### src/rtl/neuron_sample_feeder_pkg.sv
// Shared constants for the neuron sample feeder: FSM encoding, default
// sample field widths and the width of the sample-count bus.
package neuron_sample_feeder_pkg;

  typedef logic [1:0] state_t;

  localparam state_t ST_IDLE  = 2'd0;
  localparam state_t ST_START = 2'd1;
  localparam state_t ST_FEED  = 2'd2;

  localparam int XW_DEF = 7;
  localparam int TW_DEF = 2;
  localparam int NBUS_W = 32;

endpackage

### src/rtl/neuron_sample_feeder_sample_table.sv
// Training sample storage: one synchronous write port, one asynchronous read port.
module sample_table #(
  parameter  int DEPTH = 64,
  parameter  int SW    = 16,
  localparam int AW    = $clog2(DEPTH)
) (
  input  logic          clk,
  input  logic          we,
  input  logic [AW-1:0] wr_addr,
  input  logic [SW-1:0] wr_data,
  input  logic [AW-1:0] rd_addr,
  output logic [SW-1:0] rd_data
);

  logic [SW-1:0] mem_q [DEPTH];
  logic [SW-1:0] mem_d [DEPTH];

  // Addresses past the last entry only exist when DEPTH is not a power of two.
  always_comb begin
    mem_d = mem_q;
    if (we && ({1'b0, wr_addr} < (AW+1)'(DEPTH))) begin
      mem_d[wr_addr] = wr_data;
    end
  end

  always_ff @(posedge clk) begin
    mem_q <= mem_d;
  end

  assign rd_data = mem_q[rd_addr];

endmodule

### src/rtl/neuron_sample_feeder.sv
// Producer side of the neuron training handshake: pulses start, then presents
// one table sample per readyToGetData, epoch after epoch, until done or timeout.
module neuron_sample_feeder
  import neuron_sample_feeder_pkg::*;
#(
  parameter  int DEPTH      = 64,
  parameter  int XW         = XW_DEF,
  parameter  int TW         = TW_DEF,
  parameter  int MAX_EPOCHS = 1000,
  localparam int AW         = $clog2(DEPTH)
) (
  input  logic              clk,
  input  logic              rst,
  input  logic              cfg_we,
  input  logic [AW-1:0]     cfg_addr,
  input  logic [XW-1:0]     cfg_x1,
  input  logic [XW-1:0]     cfg_x2,
  input  logic [TW-1:0]     cfg_t,
  input  logic [AW:0]       sample_count,
  input  logic              go,
  input  logic              readyToGetData,
  input  logic              reinitializingState,
  input  logic              done,
  output logic [XW-1:0]     X1Bus,
  output logic [XW-1:0]     X2Bus,
  output logic [TW-1:0]     tBus,
  output logic [NBUS_W-1:0] nBus,
  output logic              start,
  output logic              busy,
  output logic              train_done,
  output logic              timeout,
  output logic [15:0]       epoch_cnt,
  output state_t            state_dbg
);

  localparam int SW = 2*XW + TW;

  // Handshake: the buses are registered and change only on the edge where the
  // neuron consumes (readyToGetData) or restarts (reinitializingState), so the
  // value visible while readyToGetData is high is the value the neuron latches.

  state_t        state_q, state_d;
  logic [AW-1:0] idx_q, idx_d;
  logic [AW:0]   count_q, count_d;
  logic [XW-1:0] x1_q, x1_d, x2_q, x2_d;
  logic [TW-1:0] t_q, t_d;
  logic [15:0]   epoch_q, epoch_d;
  logic          timeout_q, timeout_d;
  logic          train_done_q, train_done_d;
  logic          load, bump, count_ok;
  logic [SW-1:0] rd_data;

  assign count_ok = (sample_count != '0) && (sample_count <= (AW+1)'(DEPTH));

  always_comb begin
    state_d      = state_q;
    idx_d        = idx_q;
    count_d      = count_q;
    epoch_d      = epoch_q;
    timeout_d    = timeout_q;
    train_done_d = 1'b0;
    load         = 1'b0;
    bump         = 1'b0;
    case (state_q)
      ST_IDLE: begin
        if (go && count_ok) begin
          count_d   = sample_count;
          idx_d     = '0;
          epoch_d   = '0;
          timeout_d = 1'b0;
          load      = 1'b1;
          state_d   = ST_START;
        end
      end
      ST_START: state_d = ST_FEED;
      ST_FEED: begin
        if (done) begin
          state_d      = ST_IDLE;
          train_done_d = 1'b1;
        end else begin
          if (reinitializingState) begin
            idx_d = '0;
            load  = 1'b1;
            bump  = (idx_q != '0);
          end else if (readyToGetData) begin
            load = 1'b1;
            if ({1'b0, idx_q} == count_q - (AW+1)'(1)) begin
              idx_d = '0;
              bump  = 1'b1;
            end else begin
              idx_d = idx_q + AW'(1);
            end
          end
          if (bump && (epoch_q != 16'hFFFF)) begin
            epoch_d = epoch_q + 16'd1;
          end
          if (32'(epoch_d) >= 32'(MAX_EPOCHS)) begin
            timeout_d = 1'b1;
            state_d   = ST_IDLE;
          end
        end
      end
      default: state_d = ST_IDLE;
    endcase
  end

  // The read port follows the next index, so a load captures the sample the
  // buses must show after this edge.
  always_comb begin
    x1_d = x1_q;
    x2_d = x2_q;
    t_d  = t_q;
    if (load) begin
      {x1_d, x2_d, t_d} = rd_data;
    end
  end

  always_ff @(posedge clk) begin
    if (rst) begin
      state_q      <= ST_IDLE;
      idx_q        <= '0;
      count_q      <= '0;
      x1_q         <= '0;
      x2_q         <= '0;
      t_q          <= '0;
      epoch_q      <= '0;
      timeout_q    <= 1'b0;
      train_done_q <= 1'b0;
    end else begin
      state_q      <= state_d;
      idx_q        <= idx_d;
      count_q      <= count_d;
      x1_q         <= x1_d;
      x2_q         <= x2_d;
      t_q          <= t_d;
      epoch_q      <= epoch_d;
      timeout_q    <= timeout_d;
      train_done_q <= train_done_d;
    end
  end

  sample_table #(
    .DEPTH (DEPTH),
    .SW    (SW)
  ) u_table (
    .clk     (clk),
    .we      (cfg_we && (state_q == ST_IDLE) && !rst),
    .wr_addr (cfg_addr),
    .wr_data ({cfg_x1, cfg_x2, cfg_t}),
    .rd_addr (idx_d),
    .rd_data (rd_data)
  );

  assign X1Bus      = x1_q;
  assign X2Bus      = x2_q;
  assign tBus       = t_q;
  assign nBus       = NBUS_W'(count_q);
  assign start      = (state_q == ST_START);
  assign busy       = (state_q != ST_IDLE);
  assign train_done = train_done_q;
  assign timeout    = timeout_q;
  assign epoch_cnt  = epoch_q;
  assign state_dbg  = state_q;

endmodule

### config.mk
export PLATFORM = sky130hd
export DESIGN_NAME = neuron_sample_feeder
export DESIGN_NICKNAME = d
export VERILOG_FILES = /design/src/rtl/neuron_sample_feeder_pkg.sv /design/src/rtl/neuron_sample_feeder_sample_table.sv /design/src/rtl/neuron_sample_feeder.sv
export SDC_FILE = /design/constraint.sdc
export NUM_CORES = 1
export LEC_CHECK = 0
export CORE_UTILIZATION = 40
export CTS_CLUSTER_SIZE = 25
export DETAILED_ROUTE_END_ITERATION = 8
export PLACE_DENSITY = 0.57
export SLEW_MARGIN = 0
export SYNTH_ARGS = -nofsm -noshare
export SYNTH_HDL_FRONTEND = slang
export SYNTH_HIERARCHICAL = 1
export SYNTH_SLANG_ARGS = --single-unit
### constraint.sdc
create_clock -name clk -period 5.4 [get_ports clk]
set_input_delay 1.08 -clock clk [delete_from_list [all_inputs] [get_ports clk]]
set_output_delay 1.08 -clock clk [all_outputs]
set_load 0.02 [all_outputs]
==> flow_summary.ini, run 1 <==
[clocking]
postCtsSetupBuffers = 0
cts_resized = 0
h-tree-depth = 3
clk_pin_slew_ns = 0.06
numCtsBuffers = 111
cts_buffer_depth = 3
clk_latency_ns = 0.69
clock_sinks = 1073
root_buffer = clkbuf_16
ctsHoldBuffers = 0
cts_tree = built

[setup_path]
cp.arrival_ns = 5.65
setup.worst_path.start_class = flip-flop
r2r_cells = 19
r2r_start = count_q[0]$_SDFFE_PP0P_
critPathBufInv = 5
rrSetupSlack_ns = 0.27
critical_path.slowest_cell = dfxtp_1
crit_type = flip-flop to flip-flop
path_cells = inv_1 > ha_1 > nand2_1 > and4bb_2 > nor4_1 > o41ai_1 > a21o_1 > o32ai_4 > buf_12 > buf_12 > buf_4 > buf_4 > mux4_2 > mux2i_1 > o22ai_1 > o21ai_1 > o21ai_1 > nand2_1 > a21oi_1
crit_start = count_q[0]$_SDFFE_PP0P_
required_ns = 5.93
crit_fanout = 22
path_delay_family = compound AO/OA/AOI/OAI gates
critPathMaxStageDelay_ns = 0.53
reg2reg_to = X1Bus[5]$_SDFFE_PP0P_
critPathCaptureType = flip-flop

[synthesis]
ys_warn_count = 6
ys.flop_type = edfxtp_1
synth_area_sq_mm = 0.04222
synth-edff-count = 1024
syn_inst = 2103
synth.yosys.seq_area_share = 0.7516
yosys_register_bits = 1073
ys_types = 70
synthArstFlopShare = 0
postSynthAreaPerCell_sq_um = 20.08

[sta]
finalCritPeriodShare = 0.9492
relSlewSlack = 0.1740
finClkSkew_ns = 0.03085
hold_violations = 0
worst_slack_ns = 0.2746
finalMaxSlewViolations = 0
fmax_mhz = 195.1
setup_viol = 0
worst_slew_pin_slew_ns = 1.239
setup_tns_ns = 0
rsz0062_at_grt = false
period_minus_slack_ns = 5.125

[die]
start_util = 0.4056
fp.dieH_um = 326.9
core_area_sq_mm = 0.1041
dieArea_sq_mm = 0.1069
fp-row-count = 118
io_pins = 106
die_width_um = 326.9

[job]
drv_cap = 0

[detailed_routing]
drc_errors = 0
ant_nets = 0
drt_iter0_drc = 2210
vias = 21633
drt-vias-per-instance = 5.634
wl_per_cell_um = 26.96
drt-total-wl_um = 103500
drt_pre_antenna_iters = 7

[power]
p_leak_uw = 0.01505
powerDensity_mw_per_mm2 = 348.4
peakVddDrop_mv = 0.3269

[global_route]
grt_util_all_layers = 0.1945
grt_max_degree = 65
grt_pass1_vias = 21466
grt_pass1_wl_um = 151200
antenna_found_initial = 4
grt_overflow = 0
met3_usage = 0.04008
use_met2 = 0.3106
use_met1 = 0.2759
grt.busiest_layer = met2

[cells_and_area]
fillCellCount = 8633
finish.net_count = 2407
stdcell_area_sq_mm = 0.04924
drive_gt1_frac = 0.2599
fin_cells = 3840
syn_to_final_growth_pct = 16.63

[worst_hold_path]
holdCritStartpoint = X1Bus[6]$_SDFFE_PP0P_
hold_depth = 2
min_to = X1Bus[6]$_SDFFE_PP0P_
hp-class = flip-flop to flip-flop

[placed_design]
routabilityCongestion = 0.9255
port_buffers = 80
dp_cells = 3634
pre_cts_slack_ns = -0.04215
placed_cell_area_sq_mm = 0.04560
hpwl_um = 65560

[status]
outcome = completed
[tightest hold or removal path, stage by stage (launching register included)]
cell and delay [ns]:
dfxtp_1 0.33, nand2_1 0.06, a21oi_1 0.05
[logic make-up after synthesis]
group                    count (synthesis)  share of synthesized area
AO/OA/AOI/OAI                          240                    0.03820
XOR/XNOR                                15                   0.003112
adder cells (fa/ha/maj)                  4                   0.001185
buffers and inverters                  156                    0.02353
flip-flops                            1073                     0.7516
multiplexers                           314                     0.1479
other                                    1                 0.00008882
AND/OR/NAND/NOR                        300                    0.03438
[placed cells by master (no fill, tap or decap), drive strengths merged, types with 16 or more instances in the layout]
cell type and count:
a211oi 21, a21oi 47, buf 205, clkbuf 150
clkdlybuf4s50 64, clkinv 41, conb 25, dfxtp 49
edfxtp 1024, inv 16, mux2i 66, mux4 248
nand2 63, nand3 38, nor2 113, o21ai 28
o22ai 74
[metal layers]
layer | wire [um] | vias to the layer above
met5 | 13 | -
met3 | 7618 | 128
met4 | 1904 | 2
met1 | 44470 | 11459
met2 | 49530 | 823
li1 | - | 9221
[state kept, by name (all words and copies together) (netlist names)]
signal         cells
count_q            7
X2Bus              7
timeout            1
idx_q              6
u_table/mem_q   1024
X1Bus              7
tBus               2
epoch_cnt         16
train_done         1
state_dbg          2
[per-stage QoR]
| stage | total power, uW | hold WS (ns) | util |
|---|---|---|---|
| 6_report | 17160 | 0.4807 | 0.4731 |
| 5_1_grt | 17640 | 0.5056 | 0.4730 |
| 4_1_cts | 17310 | 0.4717 | 0.4730 |
| 3_5_place_dp | 9753 | 0.4650 | 0.4381 |
| 3_3_place_gp | 9738 | 0.4654 | 0.4381 |
| 2_1_floorplan | 9507 | 0.5294 | - |
[final cells by class]
class / instances / area [sq um] / area share
Antenna cell: 1 / 2.502 / 0.00005082
Sequential cell: 1073 / 31730 / 0.6444
Clock buffer: 150 / 3028 / 0.06149
Inverter: 14 / 52.55 / 0.001067
Tap cell: 1380 / 1727 / 0.03507
Timing Repair Buffer: 269 / 2427 / 0.04930
Multi-Input combinational cell: 898 / 9663 / 0.1962
Clock inverter: 55 / 608.1 / 0.01235
[where the power goes]
part | internal [uW] | switching, uW
Sequential | 9130 | 22.0
Combinational | 119 | 297
Clock | 4460 | 3130
Total | 13700 | 3450
[cells in the mapped netlist (all sizes together), types with 5 or more instances]
| library cell | count | area (sq um) |
|---|---|---|
| nand2b | 6 | 37.54 |
| xor2 | 5 | 43.79 |
| nand3b | 8 | 63.81 |
| and3 | 5 | 31.28 |
| mux2i | 66 | 660.6 |
| or3 | 7 | 43.79 |
| buf | 98 | 774.5 |
| nand4 | 8 | 50.05 |
| o221ai | 11 | 96.34 |
| inv | 14 | 52.55 |
| xnor2 | 10 | 87.58 |
| a22o | 8 | 70.07 |
| and2 | 10 | 65.06 |
| or3b | 5 | 43.79 |
| or4 | 10 | 75.07 |
| nor3 | 11 | 66.32 |
| a31oi | 7 | 43.79 |
| o41ai | 5 | 66.32 |
| a211oi | 21 | 162.6 |
| o21ai | 28 | 143.9 |
| nand3 | 38 | 205.2 |
| clkbuf | 44 | 166.4 |
| o22ai | 74 | 462.9 |
| a22oi | 10 | 75.07 |
| mux4 | 248 | 5585 |
| a21oi | 47 | 235.2 |
| dfxtp | 49 | 980.9 |
| nand2 | 63 | 236.5 |
| nor2b | 6 | 37.54 |
| nor2 | 113 | 424.2 |
| edfxtp | 1024 | 30750 |
[how the worst max path moves through the flow]
stage	to	slack (ns)	cells after the start
final	X1Bus[5]$_SDFFE_PP0P_	0.27	19
after global routing	X1Bus[5]$_SDFFE_PP0P_	0.03	19
after CTS	X1Bus[5]$_SDFFE_PP0P_	0.38	19
after detailed placement	X1Bus[5]$_SDFFE_PP0P_	-0.04	19
after global placement	X1Bus[5]$_SDFFE_PP0P_	-0.16	19
after floorplan	X1Bus[6]$_SDFFE_PP0P_	1.30	18
Power figures use the tool's default switching activity.
==> run 2: changes to the inputs <==
Settings changed: CELL_PAD_IN_SITES_DETAIL_PLACEMENT set to 0, CELL_PAD_IN_SITES_GLOBAL_PLACEMENT set to 1, PLACE_DENSITY 0.57 to 0.62, SETUP_SLACK_MARGIN set to 0.3.
==> run 2 against run 1 <==
Effect of this change: critical endpoint is now X2Bus[3]$_SDFFE_PP0P_; core utilization is 0.56 points higher; clock-buffer cell count is 5 lower; combinational power is 4% higher; largest cell class unchanged; largest power group unchanged.
==> flow_summary.ini, run 2 (synthesized netlist as in run 1, its figures left out) <==
[status]
outcome = completed

[cells_and_area]
largest_register = u_table/mem_q
largest_reg_flops = 1024
finish.net_count = 2448
fin_cells = 3885
final_cell_mix = edfxtp_1 (1024), mux4_2 (248), buf_4 (200)
fillCellCount = 8624
drive_gt1_frac = 0.2777
postLayoutCoreUtil = 0.4787
syn_to_final_growth_pct = 18.01
final_common_cell = edfxtp_1

[placed_design]
port_buffers = 80
dp_cells = 3670
routabilityCongestion = 0.8912
hpwl_um = 66740

[setup_path]
path_cells = clkdlybuf4s50_1 > or4_1 > nor3_1 > xnor2_1 > a21oi_1 > or2_2 > inv_1 > o32ai_4 > buf_12 > buf_12 > buf_12 > mux4_2 > mux2i_1 > buf_4 > a22oi_1 > a22o_1 > nand2_1 > a21oi_1
critPathMaxStageDelay_ns = 0.67
required_ns = 6.02
critPathCaptureType = flip-flop
cp.arrival_ns = 5.46
crit_fanout = 15
crit_type = primary input to flip-flop
setup.worst_path.start_class = primary input
cpMostUsedCell = buf_12
critical_path.slowest_cell = a22oi_1

[global_route]
grt_max_degree = 65
grt_pass1_wl_um = 155900
grt_util_all_layers = 0.2019
grt_pass1_vias = 22271
grt_overflow = 0
antenna_found_initial = 2

[clocking]
numCtsBuffers = 113
clk_latency_ns = 0.68
cts_buffer_depth = 3
h-tree-depth = 3
cts_tree = built
clock_sinks = 1073
root_buffer = clkbuf_16
ctsHoldBuffers = 0
clk_pin_slew_ns = 0.06

[die]
start_util = 0.4056
dieArea_sq_mm = 0.1069
core_area_sq_mm = 0.1041
fp.dieH_um = 326.9
die_width_um = 326.9
fp-row-count = 118
io_pins = 106

[sta]
rsz0062_at_grt = false
finClkSkew_ns = 0.03431
setup_viol = 0
worst_slew_pin_slew_ns = 1.184
finalCritPeriodShare = 0.8972
fmax_mhz = 206.4
hold_violations = 0
period_minus_slack_ns = 4.845
finalMaxSlewViolations = 0
relSlewSlack = 0.2108

[detailed_routing]
drt_pre_antenna_iters = 5
drt-total-wl_um = 107400
wl_per_cell_um = 27.64
drc_errors = 0
drt-vias-per-instance = 5.587
drt_iter0_drc = 1916
vias = 21706
ant_nets = 0

[power]
p_total_uw = 17600
powerDensity_mw_per_mm2 = 353.3
p_leak_uw = 0.01535
peakVddDrop_mv = 0.2472

[job]
drv_cap = 0

[worst_hold_path]
hp-class = flip-flop to flip-flop
[run 2: changes by cell type in the layout (fill, tap and decap cells not counted), moves of 4 or more]
cell,previous run,this run
clkbuf_1,32,22
clkinvlp_4,1,7
bufinv_16,11,17
buf_4,166,200
buf_12,23,27
[run 2: power by group]
part / switching [uW] / total (uW) / internal [uW]
Combinational: 306 / 433 / 127
Sequential: 20.4 / 9150 / 9130
Clock: 3190 / 8020 / 4830
[run 2: critical path, delay by kind of cell]
| family | cells | cell delay (ns) |
|---|---|---|
| AO/OA/AOI/OAI | 5 | 1.34 |
| buffers and inverters | 6 | 1.30 |
| AND/OR/NAND/NOR | 4 | 1.12 |
| multiplexers | 2 | 0.41 |
| XOR/XNOR | 1 | 0.19 |
[run 2: per-layer routing]
metal / GRT usage / wire length (um) / part of all wire / vias up
li1: - / - / - / 9308
met1: 0.2705 / 44730 / 0.42 / 11496
met2: 0.3244 / 51550 / 0.48 / 732
met3: 0.04991 / 7778 / 0.072 / 166
met4: 0.06359 / 3231 / 0.030 / 4
met5: 0.005768 / 98 / 0.00091 / -
[run 2: what timing repair did]
action | CTS | global route
endpoints found under the hold margin | 0 | 0
pin swaps | 1 | 1
resized for setup | 1 | 2
setup buffers | 0 | 3
endpoints found under the setup margin | 2 | 16
[run 2: final cells by class]
type | instances | area (sq um) | share of cell area
clock inverter | 65 | 773.2 | 0.01552
sequential | 1073 | 31730 | 0.6369
multi-input combinational | 898 | 9678 | 0.1943
inverter | 14 | 52.55 | 0.001055
clock buffer | 145 | 3082 | 0.06186
tap | 1380 | 1727 | 0.03466
antenna | 2 | 5.005 | 0.0001005
timing repair buffer | 308 | 2774 | 0.05568
[run 2: through the flow]
stage	TNS (ns)	worst slack [ns]	hold slack [ns]	cell area [sq um]
4_1_cts	0	0.3424	0.4634	49770
6_report	0	0.5553	0.4650	49820
3_3_place_gp	-1.236	-0.3072	0.4514	45910
5_1_grt	0	0.3783	0.4721	49820
3_5_place_dp	-1.111	-0.3011	0.4544	45910
2_1_floorplan	0	1.297	0.5294	42310
[run 2: path summary, 6_finish.rpt]
kind                                 from  slack, ns  depth (start not counted)               endpoint
setup / recovery          sample_count[2]       0.56                         18  X2Bus[3]$_SDFFE_PP0P_
hold / removal      X1Bus[1]$_SDFFE_PP0P_       0.46                          2  X1Bus[1]$_SDFFE_PP0P_
setup reg to reg  count_q[1]$_SDFFE_PP0P_       0.67                         18  X2Bus[3]$_SDFFE_PP0P_
hold reg to reg     X1Bus[1]$_SDFFE_PP0P_       0.46                          2  X1Bus[1]$_SDFFE_PP0P_
==> run 3: changes to the inputs <==
Settings changed: CTS_BUF_LIST set to sky130_fd_sc_hd__clkbuf_2 sky130_fd_sc_hd__clkbuf_4 sky130_fd_sc_hd__clkbuf_8.
==> run 3 against run 2 <==
Effect of this change: clock power is 13% lower; sequential share of layout area is 0.50 points higher; sequential power hardly changed; register-to-register slack hardly changed; routed wire length is 1.2% higher; highest routed layer is now met4; via count is 2.2% higher; global-route usage is 0.32 points higher; non-clock buffer count stayed put; hold slack better by 0.00078 ns.
==> flow_summary.ini, run 3 (synthesized netlist as in run 1, its figures left out) <==
[setup_path]
crit_cells = 18
crit_fanout = 19
path_cells = inv_1 > ha_1 > o21bai_1 > a211oi_1 > nor4_2 > o41ai_1 > a21o_1 > o32ai_4 > buf_12 > buf_12 > buf_12 > mux4_2 > mux2i_1 > buf_4 > a22oi_1 > a22o_1 > nand2_1 > a21oi_1
critPathCaptureType = flip-flop
cp.arrival_ns = 5.47
path_delay_family = compound AO/OA/AOI/OAI gates
setup.worst_path.start_class = flip-flop
reg2reg_to = tBus[0]$_SDFFE_PP0P_
critPathBufInv = 5
r2r_start = count_q[1]$_SDFFE_PP0P_
cpMostUsedCell = buf_12
crit_type = flip-flop to flip-flop
rrSetupSlack_ns = 0.68
r2r_cells = 18
critical_path.slowest_cell = a22oi_1
required_ns = 6.15
critPathMaxStageDelay_ns = 0.60

[placed_design]
dp_cells = 3670
port_buffers = 80
routabilityCongestion = 0.8912
hpwl_um = 66740

[detailed_routing]
drt-total-wl_um = 108700
ant_nets = 0
drt-vias-per-instance = 5.542
vias = 22185
drc_errors = 0
drt_iter0_drc = 2059
drt_pre_antenna_iters = 5
wl_per_cell_um = 27.15

[sta]
relSlewSlack = 0.2030
period_minus_slack_ns = 4.716
rsz0062_at_grt = false
finClkSkew_ns = 0.03943
hold_violations = 0
finalCritPeriodShare = 0.8734
finalMaxSlewViolations = 0
worst_slew_pin_slew_ns = 1.196
holdWs_ns = 0.4658
setup_viol = 0
fmax_mhz = 212.0

[status]
outcome = completed

[global_route]
grt_max_degree = 65
grt_pass1_vias = 22723
grt_util_all_layers = 0.2052
antenna_found_initial = 3
grt_pass1_wl_um = 158000
grt_overflow = 0

[worst_hold_path]
hold_depth = 2
holdCritStartpoint = X1Bus[1]$_SDFFE_PP0P_
min_to = X1Bus[1]$_SDFFE_PP0P_
hp-class = flip-flop to flip-flop

[clocking]
numCtsBuffers = 175
root_buffer = clkbuf_8
clock_sinks = 1073
ctsHoldBuffers = 0
cts_buffer_depth = 3
clk_pin_slew_ns = 0.06
clk_latency_ns = 0.84
h-tree-depth = 4
cts_tree = built

[cells_and_area]
largest_reg_flops = 1024
multi_input_area_sq_mm = 0.009678
syn_to_final_growth_pct = 17.09
final_common_cell = edfxtp_1
fillCellCount = 8716
fin_cells = 4003
drive_gt1_frac = 0.3075
largest_register = u_table/mem_q
seq_area_sq_mm = 0.03173
final_cell_mix = edfxtp_1 (1024), mux4_2 (248), buf_4 (200)
finish.net_count = 2510
postLayoutCoreUtil = 0.4749

[die]
fp.dieH_um = 326.9
dieArea_sq_mm = 0.1069
core_area_sq_mm = 0.1041
die_width_um = 326.9
io_pins = 106
start_util = 0.4056
fp-row-count = 118

[power]
p_leak_uw = 0.01532
powerDensity_mw_per_mm2 = 334.6
peakVddDrop_mv = 0.2240
p_total_uw = 16540

[job]
drv_cap = 0
==> run 3: changes by cell type in the layout (fill, tap and decap cells not counted), sizes merged <==
cell	change
bufinv	-14
inv	+4
diode	+3
clkinvlp	-3
clkbuf	+91
clkinv	+37
==> run 3: cell type report <==
class | count | share of cell area
diodes | 5 | 0.0002531
clock buffers | 236 | 0.05887
clock inverters | 89 | 0.01116
inverters | 14 | 0.001063
multi-input cells | 898 | 0.1958
flip-flops and latches | 1073 | 0.6418
well taps | 1380 | 0.03493
repair buffers | 308 | 0.05611
==> run 3: worst reg2reg max path, cell delays in order, from the launching register on <==
cell,delay (ns)
dfxtp_1,0.47
inv_1,0.08
ha_1,0.27
o21bai_1,0.19
a211oi_1,0.41
nor4_2,0.11
o41ai_1,0.43
a21o_1,0.36
o32ai_4,0.15
buf_12,0.16
buf_12,0.17
buf_12,0.19
mux4_2,0.36
mux2i_1,0.07
buf_4,0.16
a22oi_1,0.60
a22o_1,0.26
nand2_1,0.05
a21oi_1,0.17
==> run 3: power breakdown <==
part           switching (uW)  leakage, uW  total [uW]  internal, uW
sequential               20.3      0.00960        9160          9140
combinational             308      0.00387         435           127
clock                    3270      0.00184        6950          3680
==> run 3: how the worst max path moves through the flow <==
| stage | start | slack (ns) | end |
|---|---|---|---|
| after floorplan | sample_count[2] | 1.30 | X1Bus[6]$_SDFFE_PP0P_ |
| after global placement | sample_count[2] | -0.31 | X2Bus[1]$_SDFFE_PP0P_ |
| after detailed placement | sample_count[2] | -0.30 | X2Bus[1]$_SDFFE_PP0P_ |
| after CTS | count_q[1]$_SDFFE_PP0P_ | 0.33 | X1Bus[3]$_SDFFE_PP0P_ |
| after global routing | count_q[1]$_SDFFE_PP0P_ | 0.39 | X2Bus[4]$_SDFFE_PP0P_ |
| final | count_q[1]$_SDFFE_PP0P_ | 0.68 | tBus[0]$_SDFFE_PP0P_ |
==> run 3: metal layers <==
layer,GRT usage,routed length [um],vias up
li1,-,-,9459
met4,0.05536,2059,0
met2,0.3357,53310,828
met5,0,0,-
met3,0.04609,7924,151
met1,0.2769,45380,11747
==> run 3: through the flow <==
| stage | TNS [ns] | worst slack [ns] | cell area (sq um) |
|---|---|---|---|
| after detailed placement | -1.111 | -0.3011 | 45910 |
| after CTS | 0 | 0.3269 | 49380 |
| after global routing | 0 | 0.3883 | 49430 |
| final | 0 | 0.6839 | 49440 |
| after floorplan | 0 | 1.297 | 42310 |
| after global placement | -1.236 | -0.3072 | 45910 |
==> run 3: what timing repair did <==
| action | in CTS | in global routing |
|---|---|---|
| gates resized for setup | 1 | 2 |
| pin swaps | 1 | 1 |
| setup buffers | 0 | 3 |
| endpoints found under the setup margin | 2 | 16 |
